==> src/rtl/axi_lite_pkg.sv <==
// Shared AXI4-Lite types: response codes and channel FSM states.
// Used by the slave register bank and by the matching master.
package axi_lite_pkg;

  localparam int unsigned DATA_W = 32;

  typedef enum logic [1:0] {
    OKAY   = 2'b00,
    EXOKAY = 2'b01,
    SLVERR = 2'b10,
    DECERR = 2'b11
  } resp_e;

  typedef enum logic {
    WR_IDLE = 1'b0,
    WR_RESP = 1'b1
  } wr_state_e;

  typedef enum logic {
    RD_IDLE = 1'b0,
    RD_DATA = 1'b1
  } rd_state_e;

endpackage

==> src/rtl/axi_lite_if.sv <==
// AXI4-Lite channel bundle (AW/W/B and AR/R) with master and slave views.
interface axi_lite_if
  import axi_lite_pkg::*;
#(
  parameter int unsigned ADDR_WIDTH = 4
) ();

  logic [ADDR_WIDTH-1:0] AWADDR;
  logic                  AWVALID;
  logic                  AWREADY;
  logic [DATA_W-1:0]     WDATA;
  logic                  WVALID;
  logic                  WREADY;
  logic [1:0]            BRESP;
  logic                  BVALID;
  logic                  BREADY;
  logic [ADDR_WIDTH-1:0] ARADDR;
  logic                  ARVALID;
  logic                  ARREADY;
  logic [DATA_W-1:0]     RDATA;
  logic [1:0]            RRESP;
  logic                  RVALID;
  logic                  RREADY;

  modport master (
    output AWADDR, AWVALID, WDATA, WVALID, BREADY, ARADDR, ARVALID, RREADY,
    input  AWREADY, WREADY, BRESP, BVALID, ARREADY, RDATA, RRESP, RVALID
  );

  modport slave (
    input  AWADDR, AWVALID, WDATA, WVALID, BREADY, ARADDR, ARVALID, RREADY,
    output AWREADY, WREADY, BRESP, BVALID, ARREADY, RDATA, RRESP, RVALID
  );

endinterface

==> src/rtl/axi_lite_regfile.sv <==
// Word register storage: R/W words 0..NUM_REGS-2 plus a constant ID word at NUM_REGS-1.
// Write port reports hits on the read-only word; read port is combinational.
module axi_lite_regfile
  import axi_lite_pkg::*;
#(
  parameter int unsigned IDX_W    = 2,
  parameter int unsigned NUM_REGS = 4,
  parameter logic [DATA_W-1:0] ID_VALUE = 32'hA11E_0001
) (
  input  logic                              ACLK,
  input  logic                              ARESETn,
  input  logic                              we_i,
  input  logic [IDX_W-1:0]                  wr_idx_i,
  input  logic [DATA_W-1:0]                 wr_data_i,
  output logic                              ro_hit_o,
  input  logic [IDX_W-1:0]                  rd_idx_i,
  output logic [DATA_W-1:0]                 rd_data_o,
  output logic [NUM_REGS-2:0][DATA_W-1:0]   regs_o
);

  localparam logic [IDX_W-1:0] ID_IDX = IDX_W'(NUM_REGS - 1);

  logic [NUM_REGS-2:0][DATA_W-1:0] regs_q;
  logic [DATA_W-1:0]               rd_tbl [NUM_REGS];

  assign ro_hit_o = (wr_idx_i == ID_IDX);

  always_ff @(posedge ACLK) begin
    if (!ARESETn) begin
      regs_q <= '0;
    end else begin
      for (int i = 0; i < int'(NUM_REGS) - 1; i++) begin
        if (we_i && (wr_idx_i == IDX_W'(i))) regs_q[i] <= wr_data_i;
      end
    end
  end

  // Full-size lookup table so the ID word shares the read mux with the storage.
  always_comb begin
    for (int i = 0; i < int'(NUM_REGS) - 1; i++) rd_tbl[i] = regs_q[i];
    rd_tbl[NUM_REGS-1] = ID_VALUE;
  end

  assign rd_data_o = rd_tbl[rd_idx_i];
  assign regs_o    = regs_q;

endmodule

==> src/rtl/axi_lite_slave_regs.sv <==
// AXI4-Lite slave register bank: independent write (AW/W/B) and read (AR/R) channel FSMs
// around an axi_lite_regfile; one outstanding transaction per direction.
module axi_lite_slave_regs
  import axi_lite_pkg::*;
#(
  parameter int unsigned ADDR_WIDTH = 4,
  parameter int unsigned NUM_REGS   = 4,
  parameter logic [DATA_W-1:0] ID_VALUE = 32'hA11E_0001
) (
  input  logic                            ACLK,
  input  logic                            ARESETn,
  axi_lite_if.slave                       s_axi,
  output logic [NUM_REGS-2:0][DATA_W-1:0] regs_o
);

  localparam int unsigned IDX_W = ADDR_WIDTH - 2;

  wr_state_e          wr_state_q;
  logic               aw_full_q, w_full_q;
  logic [IDX_W-1:0]   awidx_q;
  logic [DATA_W-1:0]  wdata_q;
  logic               awready_q, wready_q, bvalid_q;
  resp_e              bresp_q;

  rd_state_e          rd_state_q;
  logic               arready_q, rvalid_q;
  logic [DATA_W-1:0]  rdata_q;
  resp_e              rresp_q;

  logic               aw_hs, w_hs, ar_hs, commit, ro_hit;
  logic [IDX_W-1:0]   wr_idx, rd_idx;
  logic [DATA_W-1:0]  wr_data, rd_data;
  logic               unused_addr_lsbs;

  assign unused_addr_lsbs = ^{s_axi.AWADDR[1:0], s_axi.ARADDR[1:0]};

  assign aw_hs = s_axi.AWVALID & awready_q;
  assign w_hs  = s_axi.WVALID & wready_q;
  assign ar_hs = s_axi.ARVALID & arready_q;

  // Each half comes from its latch if captured earlier, else from the live channel.
  assign wr_idx  = aw_full_q ? awidx_q : s_axi.AWADDR[ADDR_WIDTH-1:2];
  assign wr_data = w_full_q  ? wdata_q : s_axi.WDATA;
  assign commit  = (wr_state_q == WR_IDLE) && (aw_full_q || aw_hs) && (w_full_q || w_hs);
  assign rd_idx  = s_axi.ARADDR[ADDR_WIDTH-1:2];

  axi_lite_regfile #(
    .IDX_W    (IDX_W),
    .NUM_REGS (NUM_REGS),
    .ID_VALUE (ID_VALUE)
  ) u_regfile (
    .ACLK      (ACLK),
    .ARESETn   (ARESETn),
    .we_i      (commit),
    .wr_idx_i  (wr_idx),
    .wr_data_i (wr_data),
    .ro_hit_o  (ro_hit),
    .rd_idx_i  (rd_idx),
    .rd_data_o (rd_data),
    .regs_o    (regs_o)
  );

  // Write channel FSM with AW/W latches.
  always_ff @(posedge ACLK) begin
    if (!ARESETn) begin
      wr_state_q <= WR_IDLE;
      aw_full_q  <= 1'b0;
      w_full_q   <= 1'b0;
      awidx_q    <= '0;
      wdata_q    <= '0;
      awready_q  <= 1'b1;
      wready_q   <= 1'b1;
      bvalid_q   <= 1'b0;
      bresp_q    <= OKAY;
    end else begin
      case (wr_state_q)
        WR_IDLE: begin
          if (commit) begin
            wr_state_q <= WR_RESP;
            aw_full_q  <= 1'b0;
            w_full_q   <= 1'b0;
            awready_q  <= 1'b0;
            wready_q   <= 1'b0;
            bvalid_q   <= 1'b1;
            bresp_q    <= ro_hit ? SLVERR : OKAY;
          end else begin
            if (aw_hs) begin
              aw_full_q <= 1'b1;
              awidx_q   <= s_axi.AWADDR[ADDR_WIDTH-1:2];
              awready_q <= 1'b0;
            end
            if (w_hs) begin
              w_full_q <= 1'b1;
              wdata_q  <= s_axi.WDATA;
              wready_q <= 1'b0;
            end
          end
        end
        WR_RESP: begin
          if (s_axi.BREADY) begin
            wr_state_q <= WR_IDLE;
            bvalid_q   <= 1'b0;
            awready_q  <= 1'b1;
            wready_q   <= 1'b1;
          end
        end
        default: wr_state_q <= WR_IDLE;
      endcase
    end
  end

  // Read channel FSM; data is sampled at the AR handshake, before any same-edge write lands.
  always_ff @(posedge ACLK) begin
    if (!ARESETn) begin
      rd_state_q <= RD_IDLE;
      arready_q  <= 1'b1;
      rvalid_q   <= 1'b0;
      rdata_q    <= '0;
      rresp_q    <= OKAY;
    end else begin
      case (rd_state_q)
        RD_IDLE: begin
          if (ar_hs) begin
            rd_state_q <= RD_DATA;
            arready_q  <= 1'b0;
            rvalid_q   <= 1'b1;
            rdata_q    <= rd_data;
            rresp_q    <= OKAY;
          end
        end
        RD_DATA: begin
          if (s_axi.RREADY) begin
            rd_state_q <= RD_IDLE;
            arready_q  <= 1'b1;
            rvalid_q   <= 1'b0;
          end
        end
        default: rd_state_q <= RD_IDLE;
      endcase
    end
  end

  assign s_axi.AWREADY = awready_q;
  assign s_axi.WREADY  = wready_q;
  assign s_axi.BVALID  = bvalid_q;
  assign s_axi.BRESP   = bresp_q;
  assign s_axi.ARREADY = arready_q;
  assign s_axi.RVALID  = rvalid_q;
  assign s_axi.RDATA   = rdata_q;
  assign s_axi.RRESP   = rresp_q;

endmodule

==> src/flat_wrapper.sv <==
// flat-port wrapper written by rule: the top's interface ports become plain ports
module axi_lite_slave_regs_flat import axi_lite_pkg::*;
#(
  parameter int unsigned ADDR_WIDTH = 4,
  parameter int unsigned NUM_REGS   = 4,
  parameter logic [DATA_W-1:0] ID_VALUE = 32'hA11E_0001
)
  (ACLK, ARESETn, regs_o, s_axi_AWADDR, s_axi_AWVALID, s_axi_WDATA, s_axi_WVALID, s_axi_BREADY, s_axi_ARADDR, s_axi_ARVALID, s_axi_RREADY, s_axi_AWREADY, s_axi_WREADY, s_axi_BRESP, s_axi_BVALID, s_axi_ARREADY, s_axi_RDATA, s_axi_RRESP, s_axi_RVALID);
  axi_lite_if #(.ADDR_WIDTH(ADDR_WIDTH)) s_axi_i ();
  input  logic ACLK;
  input  logic ARESETn;
  output logic [NUM_REGS-2:0][DATA_W-1:0] regs_o;
  input wire logic [$bits(s_axi_i.AWADDR)-1:0] s_axi_AWADDR;
  input wire logic [$bits(s_axi_i.AWVALID)-1:0] s_axi_AWVALID;
  input wire logic [$bits(s_axi_i.WDATA)-1:0] s_axi_WDATA;
  input wire logic [$bits(s_axi_i.WVALID)-1:0] s_axi_WVALID;
  input wire logic [$bits(s_axi_i.BREADY)-1:0] s_axi_BREADY;
  input wire logic [$bits(s_axi_i.ARADDR)-1:0] s_axi_ARADDR;
  input wire logic [$bits(s_axi_i.ARVALID)-1:0] s_axi_ARVALID;
  input wire logic [$bits(s_axi_i.RREADY)-1:0] s_axi_RREADY;
  output wire logic [$bits(s_axi_i.AWREADY)-1:0] s_axi_AWREADY;
  output wire logic [$bits(s_axi_i.WREADY)-1:0] s_axi_WREADY;
  output wire logic [$bits(s_axi_i.BRESP)-1:0] s_axi_BRESP;
  output wire logic [$bits(s_axi_i.BVALID)-1:0] s_axi_BVALID;
  output wire logic [$bits(s_axi_i.ARREADY)-1:0] s_axi_ARREADY;
  output wire logic [$bits(s_axi_i.RDATA)-1:0] s_axi_RDATA;
  output wire logic [$bits(s_axi_i.RRESP)-1:0] s_axi_RRESP;
  output wire logic [$bits(s_axi_i.RVALID)-1:0] s_axi_RVALID;
  assign s_axi_i.AWADDR = s_axi_AWADDR;
  assign s_axi_i.AWVALID = s_axi_AWVALID;
  assign s_axi_i.WDATA = s_axi_WDATA;
  assign s_axi_i.WVALID = s_axi_WVALID;
  assign s_axi_i.BREADY = s_axi_BREADY;
  assign s_axi_i.ARADDR = s_axi_ARADDR;
  assign s_axi_i.ARVALID = s_axi_ARVALID;
  assign s_axi_i.RREADY = s_axi_RREADY;
  assign s_axi_AWREADY = s_axi_i.AWREADY;
  assign s_axi_WREADY = s_axi_i.WREADY;
  assign s_axi_BRESP = s_axi_i.BRESP;
  assign s_axi_BVALID = s_axi_i.BVALID;
  assign s_axi_ARREADY = s_axi_i.ARREADY;
  assign s_axi_RDATA = s_axi_i.RDATA;
  assign s_axi_RRESP = s_axi_i.RRESP;
  assign s_axi_RVALID = s_axi_i.RVALID;
  axi_lite_slave_regs #(.ADDR_WIDTH(ADDR_WIDTH), .NUM_REGS(NUM_REGS), .ID_VALUE(ID_VALUE)) u_core (.ACLK(ACLK), .ARESETn(ARESETn), .s_axi(s_axi_i), .regs_o(regs_o));
endmodule
==> config.mk <==
export PLATFORM = sky130hd
export DESIGN_NAME = axi_lite_slave_regs_flat
export DESIGN_NICKNAME = d
export VERILOG_FILES = /design/src/rtl/axi_lite_pkg.sv /design/src/rtl/axi_lite_if.sv /design/src/rtl/axi_lite_regfile.sv /design/src/rtl/axi_lite_slave_regs.sv /design/src/flat_wrapper.sv
export SDC_FILE = /design/constraint.sdc
export NUM_CORES = 1
export LEC_CHECK = 0
export ABC_AREA = 1
export BUFFER_PORTS_ARGS = -buffer_cell sky130_fd_sc_hd__clkbuf_2
export CAP_MARGIN = 20
export CORE_UTILIZATION = 54
export CTS_CLUSTER_DIAMETER = 120
export DETAILED_ROUTE_END_ITERATION = 6
export PLACE_DENSITY = 0.77
export SKIP_CTS_REPAIR_TIMING = 1
export SLEW_MARGIN = 20
export SYNTH_ARGS = -nofsm -noshare
export SYNTH_HDL_FRONTEND = slang
export SYNTH_SLANG_ARGS = --single-unit
export TNS_END_PERCENT = 100
==> constraint.sdc <==
create_clock -name ACLK -period 1.9 [get_ports ACLK]
set_clock_uncertainty 0.15 [all_clocks]
set_input_delay 0.38 -clock ACLK [delete_from_list [all_inputs] [get_ports ACLK]]
set_output_delay 0.38 -clock ACLK [all_outputs]
set_load 0.05 [all_outputs]
# --- Word-level counts from Yosys, hierarchy flattened ---
# Index checks and enable logic that the tools add are counted.
# W data, S select, Z words.
word_totals:
  regBits: 173
  latchBits: 0
  ramBits: 0
  mem_bits_ro: 0
  inputBits: 47
  word_cells: 85
  mem_count: 0
classes:
  add_sub_neg: 0
  mul: 0
  div_mod_pow: 0
  n_lt_le_gt_ge: 1
  n_eq_ne: 9
  n_shift: 0
  n_mux: 32
  bitwise_logic: 7
  n_reduce_logical: 20
ops:
  columns: ["cell", "n"]
  rows:
  - ["$mux W32", 3]
  - ["$bmux W32 S2", 1]
  - ["$mux W1", 19]
  - ["$reduce_and A2 Y1", 8]
  - ["$pmux W1 S2", 7]
  - ["$ne A2 B2 Y1 const B", 3]
  - ["$ne A3 B2 Y1 const B", 2]
  - ["$reduce_and A3 Y1", 2]
  - ["$logic_and A1 B1 Y1", 5]
  - ["$eq A2 B2 Y1 const B", 2]
  - ["$mux W2", 2]
  - ["$reduce_bool A2 Y1", 2]
  - ["$and A1 B1 Y1", 3]
  - ["$ge A3 B3 Y1 const B", 1]
  - ["$not A1 Y1", 3]
  - ["$not A2 Y3", 1]
  - ["$eq A2 B1 Y1 const B", 1]
  - ["$logic_not A2 Y1", 1]
  - ["$logic_or A1 B1 Y1", 2]
  - ["$ne A2 B1 Y1 const B", 1]

# --- Longest topological paths before layout ---
depth:
  depth_word: 6
  mapped_depth: 10
  depth_no_buf: 7

# --- By module ---
# Synthesis repeated with hierarchy kept, for this count alone.
hier_totals:
  cells_unflattened: 1246
  hier_area_um2: 8008.9
modules_own_cells:
  columns: ["module", "n_inst", "cells_each", "area_each_um2", "seq_area_each_um2"]
  rows:
  - ["axi_lite_regfile", 1, 786, 4817.1, 1921.8]
  - ["axi_lite_slave_regs", 1, 460, 3191.8, 1521.5]

# --- Least setup slack after synthesis ---
# OpenSTA, ideal clock, no wires.
synth_path:
  path_kind: "register -> register"
  start: "register u_core.wready_q (netlist: u_core.s_axi.WREADY)"
  end: "register u_core.u_regfile.regs_q (netlist bit u_core.u_regfile.regs_o[76])"
  setup_time_ps: 114
  arrival_time_ps: 1514
  required_ps: 1636
  slack_ps: 122
  path_stages_with_launch: 10
  cell_sequence: "dfxtp_1 > nand2_1 > nand2_4 > nand2_2 > nor2_4 > buf_6 > buf_6 > nand3_1 > nand2_1 > nor2_1"
synth_between:
  elab_chain_cells: 4
synth_rtl:
  columns: ["element", "line", "rtl"]
  rows:
  - ["from (decl)", "axi_lite_slave_regs.sv:22", "logic awready_q, wready_q, bvalid_q;"]
  - ["from (signal assigned)", "axi_lite_slave_regs.sv:72", "wready_q <= 1'b1;"]
  - ["from (signal assigned)", "axi_lite_slave_regs.sv:83", "wready_q <= 1'b0;"]
  - ["from (signal assigned)", "axi_lite_slave_regs.sv:95", "wready_q <= 1'b0;"]
  - ["$and A1 B1 Y1", "axi_lite_slave_regs.sv:38", "assign w_hs = s_axi.WVALID & wready_q;"]
  - ["$logic_or A1 B1 Y1", "axi_lite_slave_regs.sv:44", "assign commit = (wr_state_q == WR_IDLE) && (aw_full_q || aw_hs) && (w_full_q || w_hs);"]
  - ["$logic_and A1 B1 Y1", "axi_lite_slave_regs.sv:44", null]
  - ["$logic_and A1 B1 Y1", "axi_lite_regfile.sv:33", "if (we_i && (wr_idx_i == IDX_W'(i))) regs_q[i] <= wr_data_i;"]
  - ["to (signal, indexed assignment)", "axi_lite_regfile.sv:33", null]
  - ["to (decl)", "axi_lite_regfile.sv:23", "logic [NUM_REGS-2:0][DATA_W-1:0] regs_q;"]
# No other way between the ends.
# A chain may end at the register's enable or synchronous reset.

# --- Worst setup path after layout ---
layout_path:
  start: "register u_core.aw_full_q"
  end: "register u_core.u_regfile.regs_q (netlist bit u_core.u_regfile.regs_o[77])"
layout_between:
  elab_chain_cells: 4
  word_cells_on_any_way: 6
  classes_between: "1 x eq/ne; 1 x mux; 4 x reduce/logical"
layout_rtl:
  columns: ["element", "line", "rtl"]
  rows:
  - ["from (decl)", "axi_lite_slave_regs.sv:19", "logic aw_full_q, w_full_q;"]
  - ["from (signal assigned)", "axi_lite_slave_regs.sv:67", "aw_full_q <= 1'b0;"]
  - ["from (signal assigned)", "axi_lite_slave_regs.sv:80", "aw_full_q <= 1'b0;"]
  - ["from (signal assigned)", "axi_lite_slave_regs.sv:88", "aw_full_q <= 1'b1;"]
  - ["parallel branches: the longest is 3 deep, another holds $mux W2", null, null]
  - ["$logic_and A1 B1 Y1 *", "axi_lite_regfile.sv:33", null]
# Mark *: on every way between the ends.

==> results.yml <==
global_routing:
  grt_max_degree: 104
  grt_pass1_vias: 6382
  grt_pass1_wl_um: 33100
  gr-total-overflow: 0
  antenna_found_initial: 0
  grt_usage_pct: 29.0
synth:
  ys_warn_count: 0
  ys_seq_area_share_pct: 44.7
  synthTopCellsByArea: "dfxtp_1, nor2_1, nand2_1"
  syn-instance-count: 1114
  synth.ff_latch_count: 172
  synth.cell_area_um2: 7710
  avgSynthCellArea_um2: 6.92
  synth_top_area_cell: "dfxtp_1"
  ys_types: 23
  synth_top_area_share_pct: 44.7
critical_path:
  worstPathArrival_ns: 1.86
  critPathMaxFanout: 17
  crit_required_ns: 2.07
  crit_type: "reg2reg"
  end_kind: "register"
  critPathLaunch: "u_core.aw_full_q$_SDFFE_PN0P_"
  start_kind: "register"
  path_cells: "inv_2 > nand2_4 > inv_2 > nor2_4 > buf_12 > buf_12 > nand3_1 > nand2_1 > nor2_1"
  cp_slowest_cell: "dfxtp_1"
  max_stage_delay_ns: 0.40
  rr_startpoint: "u_core.aw_full_q$_SDFFE_PN0P_"
flow_run:
  drv_cap: 0
finish:
  insertedDiodeCount: 0
  fillCellCount: 1193
  fin_util_pct: 67.9
  areaGrowthSynthToFinish_pct: 22.3
  finalNonFillerCells: 1464
  final_common_cell: "nor2_1"
  postLayoutCellArea_um2: 9430
  layout.nets: 1318
  drive_above_1_share_pct: 21.3
  mostFrequentLayoutCells: "nor2_1, nand2_1, clkbuf_2"
route:
  drcViolationCount: 0
  vias: 7564
  drt_wl_total_um: 21200
  via_per_inst: 5.17
  dr.pass1.iters: 5
  initialDrtViolationCount: 736
  wire_per_inst_um: 14.5
  postRouteAntennaNets: 0
pwr:
  vdd_drop_max_mv: 0.738
  p_per_area_nw_per_um2: 1170
  p_leak_nw: 4.30
place:
  dp_hpwl_um: 14800
  port_buffers: 176
  gp_congestion: 0.845
  dpl_cell_area_um2: 8790
  dp.cells: 1432
min_path:
  hp-class: "in2reg"
  hp-start: "s_axi_RREADY"
die:
  start_util_pct: 55.6
  die-area_um2: 14800
  die_width_um: 122
  placement_rows: 43
  pin_count: 184
  die_h_um: 122
  core_um2: 13900
clock_network:
  clk_latency_ns: 0.43
  cts_made_buffers: 17
  clk_pin_slew_ns: 0.07
  clock-sinks: 172
  htree_levels: 4
  root_buffer: "clkbuf_16"
  max-clock-path-buffers: 2
  cts_tree: "built"
outcome:
  outcome: "finished clean"
timing:
  whs_ns: 0.0460
  max-slew-margin-rel_pct: 59.5
  grt_setup_unrepaired: "no"
  drv_slew: 0
  fmax_mhz: 592
  worst_slew_pin_slew_ns: 0.601
  setup_tns_ns: 0
  finalCriticalPeriod_ns: 1.69
  setup_viol: 0
  period_share_pct: 88.9
  hold_viol: 0
-- layer usage --
metal,routed length (um),track usage [%],up-vias
met1,10200,43.5,3370
met2,8780,40.6,308
met5,0,0,-
li1,-,-,3855
met4,418,9.18,0
met3,1840,6.39,31
-- kinds of logic (layout without fill, tap and decap cells) --
group	count (synthesis)	in the layout	synth area share [%]
flops	172	172	44.7
other cells	1	3	0.0486
compound gates	209	209	13.6
simple gates	580	580	31.2
buf+inv	152	320	10.4
-- worst paths after layout --
check             cells after the start                                  endpoint  slack, ns
setup reg to reg                      9  u_core.u_regfile.regs_o[77]$_SDFFE_PN0P_       0.21
setup / recovery                      9  u_core.u_regfile.regs_o[77]$_SDFFE_PN0P_       0.21
hold reg to reg                       2           u_core.wdata_q[13]$_SDFFE_PN0P_       0.30
hold / removal                        3         u_core.s_axi.ARREADY$_SDFFE_PN1P_       0.05
-- power by group --
group / total [mW] / internal (mW) / switching (mW)
combinational: 3.11 / 0.878 / 2.24
clock: 3.75 / 2.23 / 1.53
sequential: 4.17 / 3.96 / 0.208
total: 11.0 / 7.07 / 3.97
-- through the flow --
step | total power, mW | setup WS [ns]
after floorplan | 6.51 | 0.122
after global placement | 7.27 | 0.200
after detailed placement | 7.33 | 0.193
after CTS | 11.0 | 0.228
after global routing | 11.5 | 0.0990
final | 11.0 | 0.210
-- final cells by class --
class	instances	area, um2	share of cell area (%)
clock inverter	15	210	2.23
timing repair buffer	217	1380	14.6
sequential	172	3440	36.5
inverter	71	267	2.83
clock buffer	17	425	4.51
multi-input combinational	792	3480	36.9
tap	180	225	2.39
-- state kept, by name, indices dropped and copies added (netlist names) --
register                 flops
u_core.aw_full_q             1
u_core.awidx_q               2
u_core.rd_state_q            1
u_core.s_axi.ARREADY         1
u_core.s_axi.AWREADY         1
u_core.s_axi.BRESP           1
u_core.s_axi.BVALID          1
u_core.s_axi.RDATA          32
u_core.s_axi.RVALID          1
u_core.s_axi.WREADY          1
u_core.u_regfile.regs_o     96
u_core.w_full_q              1
u_core.wdata_q              32
u_core.wr_state_q            1
-- worst max-delay path: cells and delay by family (launching register included) --
| family | cells | cell delay (ns) |
|---|---|---|
| buf+inv | 4 | 0.48 |
| flops | 1 | 0.40 |
| simple gates | 5 | 0.54 |
-- cell usage after synthesis --
master	n
nand3_2	1
buf_2	26
or2_2	1
nor2_1	247
nand3_4	1
a211oi_1	2
nor2_4	6
o21ai_0	136
conb_1	1
nand2_1	211
nand2_4	2
clkbuf_1	17
inv_2	4
nand2_2	5
buf_4	6
a21oi_1	70
o21ai_1	1
dfxtp_1	172
nor2_2	2
nand3_1	104
buf_6	24
buf_1	8
inv_1	67
(Power assumes the default switching activity.)
